`src/rtl/axi_aw_arbiter.sv`:
```
// axi_aw_arbiter: round-robin sharing of one AXI AW channel among NUM_REQ requesters
// with a registered downstream slot, source-tagged IDs and an outstanding-write cap.
module axi_aw_arbiter #(
  parameter int NUM_REQ         = 4,
  parameter int ID_W            = 4,
  parameter int ADDR_W          = 32,
  parameter int LEN_W           = 8,
  parameter int MAX_OUTSTANDING = 8,
  parameter int SRC_W           = $clog2(NUM_REQ),
  parameter int CNT_W           = $clog2(MAX_OUTSTANDING + 1)
) (
  input  logic                      clk,
  input  logic                      rst,
  input  logic [NUM_REQ-1:0]        req_awvalid,
  output logic [NUM_REQ-1:0]        req_awready,
  input  logic [NUM_REQ*ID_W-1:0]   req_awid,
  input  logic [NUM_REQ*ADDR_W-1:0] req_awaddr,
  input  logic [NUM_REQ*LEN_W-1:0]  req_awlen,
  output logic                      m_awvalid,
  input  logic                      m_awready,
  output logic [ID_W+SRC_W-1:0]     m_awid,
  output logic [ADDR_W-1:0]         m_awaddr,
  output logic [LEN_W-1:0]          m_awlen,
  input  logic                      b_done,
  output logic [CNT_W-1:0]          outstanding,
  output logic [SRC_W-1:0]          grant_idx,
  output logic                      err_underflow
);
  typedef enum logic {IDLE, BUSY} state_t;
  state_t                 r_state, w_next;
  logic [SRC_W-1:0]       r_last;
  logic [ID_W+SRC_W-1:0]  r_id;
  logic [ADDR_W-1:0]      r_addr;
  logic [LEN_W-1:0]       r_len;
  logic [CNT_W-1:0]       r_out;
  logic                   r_err;
  logic [SRC_W-1:0]       w_winner, w_cand;
  logic                   w_found, w_grant, w_hs;
  logic [ID_W-1:0]        w_id   [NUM_REQ];
  logic [ADDR_W-1:0]      w_addr [NUM_REQ];
  logic [LEN_W-1:0]       w_len  [NUM_REQ];
  for (genvar g = 0; g < NUM_REQ; g++) begin : g_unpack
    assign w_id[g]   = req_awid[g*ID_W +: ID_W];
    assign w_addr[g] = req_awaddr[g*ADDR_W +: ADDR_W];
    assign w_len[g]  = req_awlen[g*LEN_W +: LEN_W];
  end
  // Scan from farthest to nearest so the nearest valid requester after r_last wins.
  always_comb begin
    w_found  = 1'b0;
    w_winner = '0;
    w_cand   = '0;
    for (int k = NUM_REQ; k >= 1; k--) begin
      w_cand = SRC_W'((int'(r_last) + k) % NUM_REQ);
      if (req_awvalid[w_cand]) begin
        w_found  = 1'b1;
        w_winner = w_cand;
      end
    end
  end
  assign w_grant = (r_state == IDLE) && (r_out < CNT_W'(MAX_OUTSTANDING)) && w_found;
  assign w_hs    = (r_state == BUSY) && m_awready;
  always_ff @(posedge clk) r_state <= rst ? IDLE : w_next;
  always_comb w_next = w_grant ? BUSY : w_hs ? IDLE : r_state;
  always_comb req_awready = w_grant ? NUM_REQ'(1) << w_winner : '0;
  always_ff @(posedge clk) begin
    if (rst) begin
      r_id   <= '0;
      r_addr <= '0;
      r_len  <= '0;
      r_last <= SRC_W'(NUM_REQ - 1);
    end else if (w_grant) begin
      r_id   <= {w_winner, w_id[w_winner]};
      r_addr <= w_addr[w_winner];
      r_len  <= w_len[w_winner];
      r_last <= w_winner;
    end
  end
  always_ff @(posedge clk) begin
    if (rst) begin
      r_out <= '0;
      r_err <= 1'b0;
    end else if (w_hs && !b_done) begin
      r_out <= r_out + CNT_W'(1);
    end else if (!w_hs && b_done) begin
      if (r_out == '0) r_err <= 1'b1;
      else r_out <= r_out - CNT_W'(1);
    end
  end
  assign m_awvalid     = (r_state == BUSY);
  assign m_awid        = r_id;
  assign m_awaddr      = r_addr;
  assign m_awlen       = r_len;
  assign outstanding   = r_out;
  assign grant_idx     = r_last;
  assign err_underflow = r_err;
endmodule

```
`config.mk`:
```
export PLATFORM = sky130hd
export DESIGN_NAME = axi_aw_arbiter
export DESIGN_NICKNAME = d
export VERILOG_FILES = /design/src/rtl/axi_aw_arbiter.sv
export SDC_FILE = /design/constraint.sdc
export NUM_CORES = 1
export LEC_CHECK = 0
export BUFFER_PORTS_ARGS = -buffer_cell sky130_fd_sc_hd__buf_2
export CORE_MARGIN = 10
export CORE_UTILIZATION = 42
export CTS_BUF_LIST = sky130_fd_sc_hd__clkbuf_4 sky130_fd_sc_hd__clkbuf_8
export DETAILED_ROUTE_END_ITERATION = 7
export GPL_TIMING_DRIVEN = 0
export PLACE_DENSITY = 0.87
export SLEW_MARGIN = 30
export SYNTH_ARGS = -nofsm -noshare
export SYNTH_HDL_FRONTEND = slang
export SYNTH_SLANG_ARGS = --single-unit
```
`constraint.sdc`:
```
create_clock -name clk -period 3.5 [get_ports clk]
set_input_delay 1.05 -clock clk [delete_from_list [all_inputs] [get_ports clk]]
set_output_delay 1.05 -clock clk [all_outputs]
set_load 0.02 [all_outputs]
```
==> out/metrics.yaml, run 1 <==
status: "complete, no violations"
track_usage: 0.219
cp_common_cell: "buf_2"
fin_util: 0.621
period_minus_slack_ns: 3.43
place_hpwl_um: 11600
slowest_delay_ns: 0.33
port_buffers: 241
grt_max_degree: 20
grt_pass1_vias: 4257
clk_pin_slew_ns: 0.10
worstPathBufferInverterCount: 4
highest_layer: "met4"
holdPathStages: 1
postSynthAreaPerCell_sq_um: 7.18
synth_common_cells: "nand2_1 (181), a21oi_1 (56), dfxtp_1 (54)"
core.rowCount: 32
maxSlewHeadroom: 0.514
synth_area_leaders: "dfxtp_1 (33%), nand2_1 (21%), a211o_1 (12%)"
overflow: 0
met3_length_um: 1380
fin_crit_sh: 0.979
via_per_inst: 5.32
finalSetupViolations: 0
worstPathRequired_ns: 2.45
nFillCells: 753
synth_top_area_frac: 0.327
postCtsHoldBufs: 0
post_drt_wl_per_cell_um: 17.7
grt_pass1_wl_um: 21000
crit_type: "in -> out"
pin_count: 242
synthArstFlopShare: 0
yosysUniqueCellTypes: 34
synthCells: 460
die_area_sq_um: 11800
initial_core_util: 0.430
leakage_uw: 0.00269
ir_worst_vdd_mv: 0.577
met1_length_um: 5480
synth_edf_count: 0
synthesis.nets: 649
drc: 0
final-seq-area_sq_um: 1080
synth-seq-cells: 54
firstDrtPassIters: 5
drv_slew: 0
tightest_slew_ns: 0.726
cts_tree: "yes"
die_w_um: 109
cts_buffer_depth: 2
powerDensity_nw_per_um2: 713
clock-sinks: 54
cp_cell_sequence: "buf_2, or2_2, o221ai_4, buf_4, buf_2, and3_1, buf_2"
syn2layout_area_growth_pct: 44.5
multiInputGateArea_sq_um: 2060
htreeDepth: 2
wl_met2_um: 7280
final_antenna_net_count: 0
slowest_stage: "or2_2"
yosysWarnings: 0
yosysMostFrequentCell: "nand2_1"
final.setup_skew_ns: 0.00415
r2r_cells: 9
cp_top_family: "buffers and inverters"
critPathLaunchType: "input pin"
max_cap_viol_count: 0
ys.flop_type: "dfxtp_1"
cp_max_fo: 10
antenna_found_initial: 0
root_buffer: "clkbuf_8"
nets: 897
drt_iter0_drc: 210
seq_area_frac_synth: 0.327
core_area_sq_um: 7690
hold_viol: 0
rsz0062_at_grt: "false"
cp.depth: 7
clock_latency_ns: 0.30
gp_congestion: 0.918
yosysTopAreaCell: "dfxtp_1"
cp-end-kind: "primary output"
syn_area_sq_um: 3300
drive_gt1_frac: 0.429
die_h_um: 109
vias: 4316
setup_tns_ns: 0
worstPathArrival_ns: 2.38
cts_buffers: 5
wl_um: 14300
totalPowerFinal_uw: 3410
diodes: 0
min_path_type: "reg -> reg"
max_freq_mhz: 292
[cells by family (layout without fill, tap and decap cells)]
| kind of cell | count (synthesis) | count (layout) | share of synthesized area |
|---|---|---|---|
| fa+ha+maj | 5 | 5 | 0.0212 |
| mux | 1 | 1 | 0.00303 |
| xor+xnor | 2 | 2 | 0.00530 |
| buf+inv | 36 | 285 | 0.0538 |
| simple gates | 209 | 209 | 0.250 |
| compound gates | 153 | 153 | 0.340 |
| flops | 54 | 54 | 0.327 |
[sequential cells by signal, summed over array words and instances (netlist names)]
register and cells:
m_awlen 8, outstanding 4, m_awid 6, err_underflow 1
m_awaddr 32, grant_idx 2, m_awvalid 1
[layout by cell type (no fill, tap or decap), drive strengths merged, types with 3 or more instances in the layout]
cell type,synthesis,routed
a211o,45,45
a21oi,96,96
and3,3,3
buf,11,253
clkbuf,22,27
dfxtp,54,54
ha,4,4
inv,3,3
nand2,181,181
nand2b,3,3
nor2,11,11
o21ai,4,4
[per-stage QoR]
stage               std cells  setup slack (ns)  instance area [sq um]  hold WS (ns)
detailed placement        803            -0.300                   4640         0.445
CTS                       811            0.0615                   4770         0.469
global route              811           0.00223                   4780         0.486
finish                    811            0.0738                   4780         0.468
floorplan                 460             0.167                   3300         0.534
global placement          803            -0.290                   4640         0.439
[repair_timing]
item	in CTS	in global routing
setup endpoints to repair	4	1
pin swaps	1	0
gates resized for setup	3	1
buffers inserted	1	0
cloned	0	0
[layer usage]
metal | global-route usage | vias up
met3 | 0.0661 | 16
met4 | 0.0527 | 0
met2 | 0.405 | 221
met5 | 0 | -
li1 | - | 2069
met1 | 0.238 | 2010
[final cells by class]
cell class	instances	share of cell area
multi-input combinational	370	0.431
timing repair buffer	242	0.254
sequential	54	0.226
buffer	32	0.0351
tap	102	0.0267
clock buffer	6	0.0160
clock inverter	2	0.00786
inverter	3	0.00236
[where the power goes]
part / internal [uW] / switching [uW] / total (uW)
Combinational: 705 / 1250 / 1950
Sequential: 854 / 166 / 1020
Clock: 222 / 215 / 437
Total: 1780 / 1630 / 3410
[path summary, 6_finish.rpt]
path | startpoint | to | slack (ns)
setup reg to reg | m_awvalid$_SDFFE_PP0P_ | outstanding[3]$_SDFFE_PP0P_ | 1.28
hold / removal | m_awaddr[14]$_SDFFE_PP0P_ | m_awaddr[14]$_SDFFE_PP0P_ | 0.47
setup / recovery | req_awvalid[2] | req_awready[0] | 0.07
hold reg to reg | m_awaddr[14]$_SDFFE_PP0P_ | m_awaddr[14]$_SDFFE_PP0P_ | 0.47
No activity file was read; power rests on OpenSTA's default activity.
==> run 2: changes to the inputs <==
--- a/config.mk
+++ b/config.mk
@@ -12,6 +12,7 @@
 export DETAILED_ROUTE_END_ITERATION = 7
 export GPL_TIMING_DRIVEN = 0
 export PLACE_DENSITY = 0.87
+export SETUP_SLACK_MARGIN = 0.15
 export SLEW_MARGIN = 30
 export SYNTH_ARGS = -nofsm -noshare
 export SYNTH_HDL_FRONTEND = slang
==> out/metrics.yaml, run 2 (synthesized netlist as in run 1, its figures left out) <==
clock-sinks: 54  # unchanged
drc: 0  # unchanged
multiInputGateArea_sq_um: 2080  # +0.85%
crit_type: "in -> out"
via_per_inst: 5.34  # +0.42%
drt_iter0_drc: 232  # +10%
initial_core_util: 0.430  # unchanged
clk_pin_slew_ns: 0.10  # about the same
clkPwrFrac: 0.126  # -0.002
diodes: 0  # unchanged
place_hpwl_um: 11600  # unchanged
intPower_uw: 1810  # +1.7%
die_w_um: 109  # unchanged
leakage_uw: 0.00272  # +1.0%
gp_congestion: 0.918  # unchanged
pin_count: 242  # unchanged
tightest_slew_ns: 0.760  # +0.0339 ns
final-seq-area_sq_um: 1080  # unchanged
pre_cts_ws_ns: -0.300  # unchanged
drive_gt1_frac: 0.435  # +0.00662
largest_register_ffs: 32  # unchanged
worstPathRequired_ns: 2.45  # about the same
postLayoutCellArea_sq_um: 4830  # +1.1%
final.setup_skew_ns: 0.00337  # -0.000783 ns
overflow: 0  # unchanged
holdWs_ns: 0.468  # -0.0000170 ns
nFillCells: 746  # -0.93%
cts_tree: "yes"
cp_max_fo: 10  # unchanged
cts_buffers: 5  # unchanged
core.rowCount: 32  # unchanged
track_usage: 0.219  # +0.000488
r2r_cells: 9  # unchanged
max_cap_viol_count: 0  # unchanged
firstDrtPassIters: 6  # +1
holdPathStages: 1  # unchanged
die_h_um: 109  # unchanged
root_buffer: "clkbuf_8"
p_comb_frac: 0.577  # +0.005
final_antenna_net_count: 0  # unchanged
max_freq_mhz: 307  # +5.2%
grt_pass1_vias: 4267  # +0.23%
grt_pass1_wl_um: 21100  # +0.30%
power_switching_uw: 1640  # +0.84%
powerDensity_nw_per_um2: 715  # +0.17%
cp-end-kind: "primary output"
ir_worst_vdd_mv: 0.578  # +0.27%
placed_area_sq_um: 4640  # unchanged
min_path_type: "reg -> reg"
hold_viol: 0  # unchanged
core_area_sq_um: 7690  # unchanged
mostFrequentLayoutCell: "buf_2"
power_frac_seq: 0.297  # -0.002
cts_buffer_depth: 2  # unchanged
htreeDepth: 2  # unchanged
nets: 900  # +0.33%
antenna_found_initial: 0  # unchanged
critPathLaunchType: "input pin"
layout_common_cells: "buf_2 (242), nand2_1 (181), a21oi_1 (56)"
finalSetupViolations: 0  # unchanged
maxSlewHeadroom: 0.491  # -0.0227
post_drt_wl_per_cell_um: 17.8  # +0.56%
drv_slew: 0  # unchanged
period_minus_slack_ns: 3.26  # -0.168 ns
setup_ws_ns: 0.242  # +0.168 ns
die_area_sq_um: 11800  # unchanged
clock_latency_ns: 0.30  # about the same
vias: 4350  # +0.79%
worstPathArrival_ns: 2.21  # -0.17 ns
wl_um: 14500  # +0.93%
rsz0062_at_grt: "false"
port_buffers: 241  # unchanged
fin_crit_sh: 0.931  # -0.0481
syn2layout_area_growth_pct: 46.2
p_sw_frac: 0.475  # -0.00216
status: "complete, no violations"
grt_max_degree: 20  # unchanged
[run 2: cell count changes in the layout (fill, tap and decap cells not counted), sizes merged]
cell / before / now
buf: 253 / 256
[run 2: metrics by stage]
step,utilization,total power (uW),setup TNS [ns],instances
floorplan,-,2280,0,460
global placement,0.603,2900,-0.531,803
detailed placement,0.603,2970,-0.750,803
CTS,0.622,3420,0,811
global route,0.628,3680,0,814
finish,0.628,3450,0,814
[run 2: power groups by stage]
| stage | clock network, uW | registers (uW) | logic [uW] |
|---|---|---|---|
| floorplan | 0 | 1290 | 983 |
| global placement | 0 | 1010 | 1890 |
| detailed placement | 0 | 1030 | 1940 |
| CTS | 444 | 1020 | 1960 |
| global route | 465 | 1050 | 2170 |
| finish | 436 | 1020 | 1990 |
[run 2: worst paths after layout]
path	end	start	slack, ns
hold / removal	m_awaddr[13]$_SDFFE_PP0P_	m_awaddr[13]$_SDFFE_PP0P_	0.47
setup / recovery	req_awready[0]	req_awvalid[2]	0.24
hold reg to reg	m_awaddr[13]$_SDFFE_PP0P_	m_awaddr[13]$_SDFFE_PP0P_	0.47
setup reg to reg	outstanding[3]$_SDFFE_PP0P_	m_awvalid$_SDFFE_PP0P_	1.25
[run 2: timing repair]
action | in CTS | in global routing
setup buffers | 1 | 3
resized for setup | 5 | 7
setup endpoints to repair | 4 | 2
pin swaps | 1 | 1
hold buffers | 0 | 0
[run 2: layout make-up]
| type | instances | area share |
|---|---|---|
| multi-input cells | 370 | 0.430 |
| flip-flops and latches | 54 | 0.224 |
| well taps | 102 | 0.0264 |
| plain buffers | 32 | 0.0376 |
| clock inverters | 2 | 0.00777 |
| inverters | 3 | 0.00233 |
| clock buffers | 6 | 0.0158 |
| repair buffers | 245 | 0.256 |
[run 2: critical path, stage by stage]
cell      delay (ns)
buf_2           0.12
or2_2           0.33
o221ai_4        0.08
buf_6           0.14
buf_4           0.16
and3_1          0.16
buf_2           0.16
[run 2: metal layers]
metal	global-route usage	vias to the layer above	part of all wire
li1	-	2074	-
met1	0.239	2034	0.38
met2	0.406	222	0.51
met3	0.0661	20	0.099
met4	0.0527	0	0.016
met5	0	-	0
